### src/rtl/oled_pixel_streamer.sv
`default_nettype none
// ============================================================================
//  Module   : oled_pixel_streamer
//  Purpose  : Raster-scans a WIDTH x HEIGHT OLED frame. For each pixel it
//             presents x/y to a registered renderer, captures the returned
//             RGB565 word and shifts it out MSB-first on an SPI mode-0 link.
//  Ports    : clk        - system clock, rising edge
//             reset      - asynchronous, active-high
//             start      - level, sampled only in IDLE, starts one frame
//             oled_data  - RGB565 pixel from renderer (1-cycle latency)
//             x, y       - coordinate currently requested from renderer
//             busy       - high from first FETCH cycle through DONE
//             frame_done - one-cycle pulse at end of frame
//             sclk, mosi - serial clock (idles low) and data, MSB first
//             cs_n       - chip select, low for the whole frame
//             dc         - data/command, tied to 1 (pixel data)
//  Revision : 1.0 - initial release
// ============================================================================
module oled_pixel_streamer #(
    parameter int WIDTH   = 96,
    parameter int HEIGHT  = 64,
    parameter int XW      = 7,
    parameter int YW      = 6,
    parameter int CLK_DIV = 4
) (
    input  logic          clk,
    input  logic          reset,
    input  logic          start,
    input  logic [15:0]   oled_data,
    output logic [XW-1:0] x,
    output logic [YW-1:0] y,
    output logic          busy,
    output logic          frame_done,
    output logic          sclk,
    output logic          mosi,
    output logic          cs_n,
    output logic          dc
);

    localparam int            DIVW     = (CLK_DIV > 1) ? $clog2(CLK_DIV) : 1;
    localparam logic [DIVW-1:0] DIV_LAST = DIVW'(CLK_DIV - 1);
    localparam logic [XW-1:0] X_LAST   = XW'(WIDTH - 1);
    localparam logic [YW-1:0] Y_LAST   = YW'(HEIGHT - 1);

    typedef enum logic [1:0] {
        IDLE  = 2'd0,
        FETCH = 2'd1,
        SHIFT = 2'd2,
        DONE  = 2'd3
    } state_t;

    state_t          state_q, state_d;
    logic [XW-1:0]   x_q, x_d;
    logic [YW-1:0]   y_q, y_d;
    logic            fetch_q, fetch_d;   // second FETCH cycle marker
    logic [15:0]     shreg_q, shreg_d;
    logic [3:0]      bitcnt_q, bitcnt_d;
    logic [DIVW-1:0] div_q, div_d;
    logic            sclk_q, sclk_d;
    logic            cs_n_q, cs_n_d;

    always_ff @(posedge clk or posedge reset) begin
        if (reset) begin
            state_q  <= IDLE;
            x_q      <= '0;
            y_q      <= '0;
            fetch_q  <= 1'b0;
            shreg_q  <= '0;
            bitcnt_q <= '0;
            div_q    <= '0;
            sclk_q   <= 1'b0;
            cs_n_q   <= 1'b1;
        end else begin
            state_q  <= state_d;
            x_q      <= x_d;
            y_q      <= y_d;
            fetch_q  <= fetch_d;
            shreg_q  <= shreg_d;
            bitcnt_q <= bitcnt_d;
            div_q    <= div_d;
            sclk_q   <= sclk_d;
            cs_n_q   <= cs_n_d;
        end
    end

    always_comb begin
        state_d  = state_q;
        x_d      = x_q;
        y_d      = y_q;
        fetch_d  = fetch_q;
        shreg_d  = shreg_q;
        bitcnt_d = bitcnt_q;
        div_d    = div_q;
        sclk_d   = sclk_q;
        cs_n_d   = cs_n_q;

        case (state_q)
            IDLE: begin
                if (start) begin
                    state_d = FETCH;
                    x_d     = '0;
                    y_d     = '0;
                    fetch_d = 1'b0;
                    cs_n_d  = 1'b0;
                end
            end

            FETCH: begin
                // x/y changed on entry; the renderer's registered output is
                // valid from the second cycle, so capture at its end.
                if (fetch_q) begin
                    fetch_d  = 1'b0;
                    shreg_d  = oled_data;
                    bitcnt_d = 4'd15;
                    div_d    = '0;
                    sclk_d   = 1'b0;
                    state_d  = SHIFT;
                end else begin
                    fetch_d  = 1'b1;
                end
            end

            SHIFT: begin
                if (div_q == DIV_LAST) begin
                    div_d = '0;
                    if (!sclk_q) begin
                        sclk_d = 1'b1;
                    end else begin
                        // Falling edge: advance data so mosi only moves
                        // while sclk is low.
                        sclk_d   = 1'b0;
                        shreg_d  = {shreg_q[14:0], 1'b0};
                        bitcnt_d = bitcnt_q - 4'd1;
                        if (bitcnt_q == 4'd0) begin
                            if (x_q == X_LAST) begin
                                if (y_q == Y_LAST) begin
                                    state_d = DONE;
                                    cs_n_d  = 1'b1;
                                end else begin
                                    x_d     = '0;
                                    y_d     = y_q + YW'(1);
                                    state_d = FETCH;
                                end
                            end else begin
                                x_d     = x_q + XW'(1);
                                state_d = FETCH;
                            end
                        end
                    end
                end else begin
                    div_d = div_q + DIVW'(1);
                end
            end

            DONE: begin
                state_d = IDLE;
            end

            default: begin
                state_d = IDLE;
            end
        endcase
    end

    assign x          = x_q;
    assign y          = y_q;
    assign busy       = (state_q != IDLE);
    assign frame_done = (state_q == DONE);
    assign sclk       = sclk_q;
    assign mosi       = shreg_q[15];
    assign cs_n       = cs_n_q;
    assign dc         = 1'b1;

endmodule
`default_nettype wire

### config.mk
export PLATFORM = sky130hd
export DESIGN_NAME = oled_pixel_streamer
export DESIGN_NICKNAME = d
export VERILOG_FILES = /design/src/rtl/oled_pixel_streamer.sv
export SDC_FILE = /design/constraint.sdc
export NUM_CORES = 1
export LEC_CHECK = 0
export CORE_UTILIZATION = 52
export DETAILED_ROUTE_END_ITERATION = 7
export HOLD_SLACK_MARGIN = 0.1
export PLACE_DENSITY = 0.88
export SLEW_MARGIN = 20
export SYNTH_ARGS = -nofsm -noshare
export SYNTH_HDL_FRONTEND = slang
export SYNTH_SLANG_ARGS = --single-unit
export TNS_END_PERCENT = 1
### constraint.sdc
create_clock -name clk -period 2.15 [get_ports clk]
set_input_delay 0.215 -clock clk [delete_from_list [all_inputs] [get_ports clk]]
set_output_delay 0.215 -clock clk [all_outputs]
set_load 0.02 [all_outputs]
======== Word level (Yosys, flattened, before mapping) ========
Index checks and enable logic that the tools add are counted.
cells by class
  reductions and logical operators ........ 14
  equality and inequality tests ........... 15
  add/sub/neg operators ................... 4
  muxes and demuxes ....................... 46
operators with widths
  kind                   number
  $mux W16               3
  $mux W7                6
  $mux W6                6
  $pmux W16 S2           1
  $mux W2                9
  $ne A2 B2 Y1 const B   8
  $pmux W7 S2            1
  $reduce_and A7 Y1      2
  $mux W4                3
  $pmux W6 S2            1
  $mux W1                10
  $pmux W2 S4            1
  $pmux W4 S2            1
  $reduce_bool A2 Y1     4
  $add A7 B1 Y7 const B  1
  $eq A7 B7 Y1 const B   1
  $add A6 B1 Y6 const B  1
  $eq A2 B2 Y1 const B   3
  $eq A6 B6 Y1 const B   1
  $pmux W1 S2            3
  $reduce_and A6 Y1      1
  $reduce_and A5 Y1      1
  $logic_not A4 Y1       1
  $pmux W2 S2            1
  8 further kinds        9
storage, ports and cells
  register bits ........................... 40
  word-level logic and storage cells ...... 88
  input bits .............................. 19
  output and inout port bits .............. 19

======== Longest topological paths before layout ========
  word-level depth ........................ 7
  gate-level depth with buffers ........... 6
  gate-level depth less buffers ........... 6

======== Worst setup path before layout ========
No wires, ideal clock.
  kind .................................... flip-flop to flip-flop
  start ................................... register x_q[0] (netlist: x[0])
  end ..................................... register x_q[2] (netlist: x[2])
  library setup time ...................... 0.145 ns
  buffers on the path ..................... 0
  stages on the path, launching flop included .. 6
  path slack .............................. 0.370 ns
  required time ........................... 2.005 ns
  arrival ................................. 1.635 ns
  period minus slack after synthesis ...... 1.780 ns
  cell sequence ........................... dfrtp_1 > ha_1 > nand3_1 > nor4_4 > or3_1 > o211ai_1
between the ends
  cells in the longest elaborated chain, start to end .. 6
  elaborated cells on any way between the ends .. 9
  those cells by class .................... add/sub (1); eq/ne (2); mux (5); reduce/logical (1)
ends and longest elaborated chain
  item                                           line      source
  from (decl)                                    53        logic [XW-1:0] x_q, x_d;
  from (signal assigned)                         65        x_q <= '0;
  from (signal assigned)                         75        x_q <= x_d;
  $add A7 B1 Y7 or $eq A7 B7 Y1 (tied branches)  145, 135
  $mux W7                                        135       if (x_q == X_LAST) begin
  $mux W7                                        134       if (bitcnt_q == 4'd0) begin
  $mux W7                                        126       if (!sclk_q) begin
  $mux W7                                        124       if (div_q == DIV_LAST) begin
  $pmux W7 S2                                    97        case (state_q)
Several ways; a longest one is shown, not always the timed one. The select of a mux whose other input is x is not followed.
A chain may end at the register's enable or synchronous reset.

======== Worst setup path after layout ========
  start ................................... register state_q[0]
  end ..................................... output port busy
between the ends
  cells in the longest elaborated chain, start to end .. 1
ends and longest elaborated chain
  item                    line  source
  from (decl)             52    state_t state_q, state_d;
  from (signal assigned)  74    state_q <= state_d;
  $reduce_bool A2 Y1      167   assign busy = (state_q != IDLE);
  to (decl)               32    output logic busy,
No other way between the ends.

==> summary.md <==
| Metric | Value |
|---|---|
| DRT antenna net count | 0 |
| Io pins | 38 |
| GPL Wtd Cong | 0.815 |
| Period utilization | 92.0% |
| Worst setup SP type | flop |
| Drt pass-1 iters | 4 |
| # fillers | 313 |
| Post-Synth XOR/XNOR Area | 0.833% |
| Logic pwr share | 35.0% |
| Post-synth EDFFs | 0 |
| Clock Power Share | 20.2% |
| GR Overflow Total | 0 |
| Fmax | 0.505 GHz |
| Yosys top cell area share | 46.4% |
| HPWL after DPL | 3.20 mm |
| Via count | 1855 |
| Worst min-delay path class | input pin to asynchronous set/reset pin |
| DR WL/cell | 14.2 µm |
| Maximum root-to-sink buffer count | 2 |
| Clock slew at reported path FFs | 0.08 ns |
| Number of diodes | 0 |
| Final hold violations | 0 |
| Initial Utilization | 55.7% |
| CTS hold repair buffers | 0 |
| Crit-path max cell delay | 0.55 ns |
| Layout area overhead | 23.7% |
| Worst EP required | 1.93 ns |
| CP endpoint kind | output port |
| Synth Warn # | 0 |
| Pwr Density | 1010 mW/mm² |
| Largest cells by area after synthesis | dfrtp_1 (46%), nand2_1 (7.9%), a31oi_1 (6.5%) |
| Port bufs | 36 |
| Post-synthesis adder-cell area fraction | 2.38% |
| RSZ-0062 raised after global routing | no |
| Final count of negative-setup-slack endpoints | 0 |
| Count leader, synth | nand2_1 |
| Nets | 297 |
| WL final | 4.58 mm |
| Largest family of logic cells by synthesized area | simple AND/OR/NAND/NOR gates |
| Die span in x | 65.6 µm |
| Post-Place Worst Slack | 0.242 ns |
| Resize count post-CTS | 0 |
| Vias per cell | 5.74 |
| Maximum VDD drop | 0.689 mV |
| Core area | 0.00377 mm² |
| Post-Syn Area | 0.00210 mm² |
| Yosys cell types | 43 |
| Leakage | 1.11 nW |
| PnR worst setup slack | 0.171 ns |
| Internal power | 1.63 mW |
| Largest net degree at the start of global routing | 41 |
| Register area | 0.00100 mm² |
| Die Height | 65.6 µm |
| Power after layout | 2.62 mW |
| Syn Inst Count | 237 |
| Ratio of cells with drive above 1 in the final layout | 7.27% |
| Yosys reg bits | 40 |
| Post-Syn Nets | 260 |
| CTS Buf Count | 5 |
| Clk Latency, worst-skew pair | 0.30 ns |
| # Post-CTS Setup Buffers | 0 |
| Most frequent cells after synthesis | nand2_1 (44), dfrtp_1 (39), a31oi_1 (22), nor2_1 (22) |
| Min cycle time layout | 1.98 ns |
| Least-Margin Pin Slew | 0.523 ns |
| Initial DRC count | 148 |
| Site Rows | 22 |
| Yosys top cell by area | dfrtp_1 |
| CP arrival | 1.76 ns |
| CTS root buffer | clkbuf_8 |
| Switching Power | 0.984 mW |
| Max-Cap Viols | 0 |
| Post-synth ARST share | 100% |
| Clock Sinks | 40 |
| Max-slew violations | 0 |
| Final setup TNS | 0 ns |
| Setup Skew | 0.00564 ns |
| Synthesized area per cell | 8.87 µm² |
| Net Sw Frac | 37.6% |
| Global-route wire length before repair | 7.91 mm |
| Max_slew headroom | 65.1% |
| Sequential share of the synthesized area | 47.7% |
| Status | complete, no violations |
| Mux share of post-synthesis cell area | 0.952% |
| Initial antenna violation count | 0 |
| Reg power frac | 44.8% |
| Compound-Gate Fraction of Synth Area | 20.0% |
| Critical path, cell by cell | or2_2, clkdlybuf4s50_1 |
| Synth Area in Simple Gates | 23.0% |
| Worst-path maximum fanout | 15 |
| Crit Path Class | flop to output port |
| Die Area | 0.00430 mm² |
| Drt drc | 0 |
| Multi-input logic area | 996 µm² |
| Internal reg-to-reg setup slack | 0.23 ns |
| Vias in the first global route | 1772 |
| Crit-path slowest cell | dfrtp_1 |
| Most used flip-flop cell after synthesis | dfrtp_1 |
| H-tree depth | 2 |
| TritonCTS clock tree | done |
| Total track usage | 24.7% |
==> layout by cell type (no fill, tap or decap), types with 2 or more instances in the layout <==
master,netlist,final
a21o_1,2,2
a21oi_1,9,9
a221oi_2,2,2
a31oi_1,22,22
and2_1,2,2
and3_1,4,4
buf_4,1,5
clkbuf_8,0,6
clkdlybuf4s50_1,0,36
clkinv_2,0,2
dfrtp_1,39,39
ha_1,4,4
inv_1,14,14
mux2i_1,2,2
nand2_1,44,44
nand2b_1,2,2
nand3_1,8,8
nand3b_1,3,3
nor2_1,22,22
nor2b_1,3,3
nor3_1,2,2
nor3b_1,2,2
o211ai_1,3,3
o21ai_0,14,14
o221ai_1,2,2
o22ai_1,2,2
o311ai_0,2,2
xnor2_1,2,2
==> critical path, delay by kind of cell (launching register included) <==
kind,cells,cell delay (ns)
flops,1,0.55
buf+inv,1,0.54
simple gates,1,0.37
==> worst paths after layout <==
kind / start / to / cells past startpoint
min reg2reg: div_q[0] / div_q[0] / 1
max in group asynchronous: reset / cs_n / 3
max: state_q[0] / busy / 2
max reg2reg: bitcnt_q[0] / x[1] / 6
min in group clk: oled_data[1] / shreg_q[1] / 3
min: reset / shreg_q[8] / 3
==> per-layer routing <==
layer / wire (µm) / global-route usage (%) / up-vias
met1: 2010 / 30.7 / 890
met2: 2260 / 40.3 / 47
met4: 122 / 12.2 / 0
li1: - / - / 906
met5: 0 / 0 / -
met3: 195 / 5.38 / 12
==> state kept, by name (all words and copies together) (netlist names) <==
name	cells
shreg_q	16
x	7
y	6
bitcnt_q	4
div_q	2
state_q	2
cs_n	1
fetch_q	1
sclk	1
==> metrics by stage <==
stage / utilization (%) / cells / area [µm²] / hold slack, ns
6_report: 69.0 / 323 / 2600 / 0.328
5_1_grt: 69.0 / 323 / 2600 / 0.398
4_1_cts: 69.0 / 323 / 2600 / 0.348
3_5_place_dp: 66.5 / 315 / 2510 / 0.498
3_3_place_gp: 66.5 / 315 / 2510 / 0.484
2_1_floorplan: - / 237 / 2100 / 0.355
==> cell families after synthesis <==
family          count (synthesis)
xor+xnor                        2
buf+inv                        25
flops                          40
simple gates                  100
compound gates                 63
mux                             2
other cells                     1
fa+ha+maj                       4
==> cell type report <==
| type | instances | share of cell area, % |
|---|---|---|
| clock buffers | 6 | 3.17 |
| inverters | 14 | 2.02 |
| multi-input cells | 172 | 38.3 |
| clock inverters | 2 | 0.385 |
| well taps | 48 | 2.31 |
| flip-flops and latches | 40 | 38.5 |
| repair buffers | 41 | 15.3 |
==> power groups by stage <==
stage | logic [mW] | registers, mW | clock network (mW)
floorplan | 0.652 | 1.15 | 0
global placement | 0.878 | 1.17 | 0
detailed placement | 0.917 | 1.18 | 0
CTS | 0.924 | 1.17 | 0.539
global route | 1.03 | 1.21 | 0.569
finish | 0.916 | 1.17 | 0.528
(Power assumes the default switching activity.)
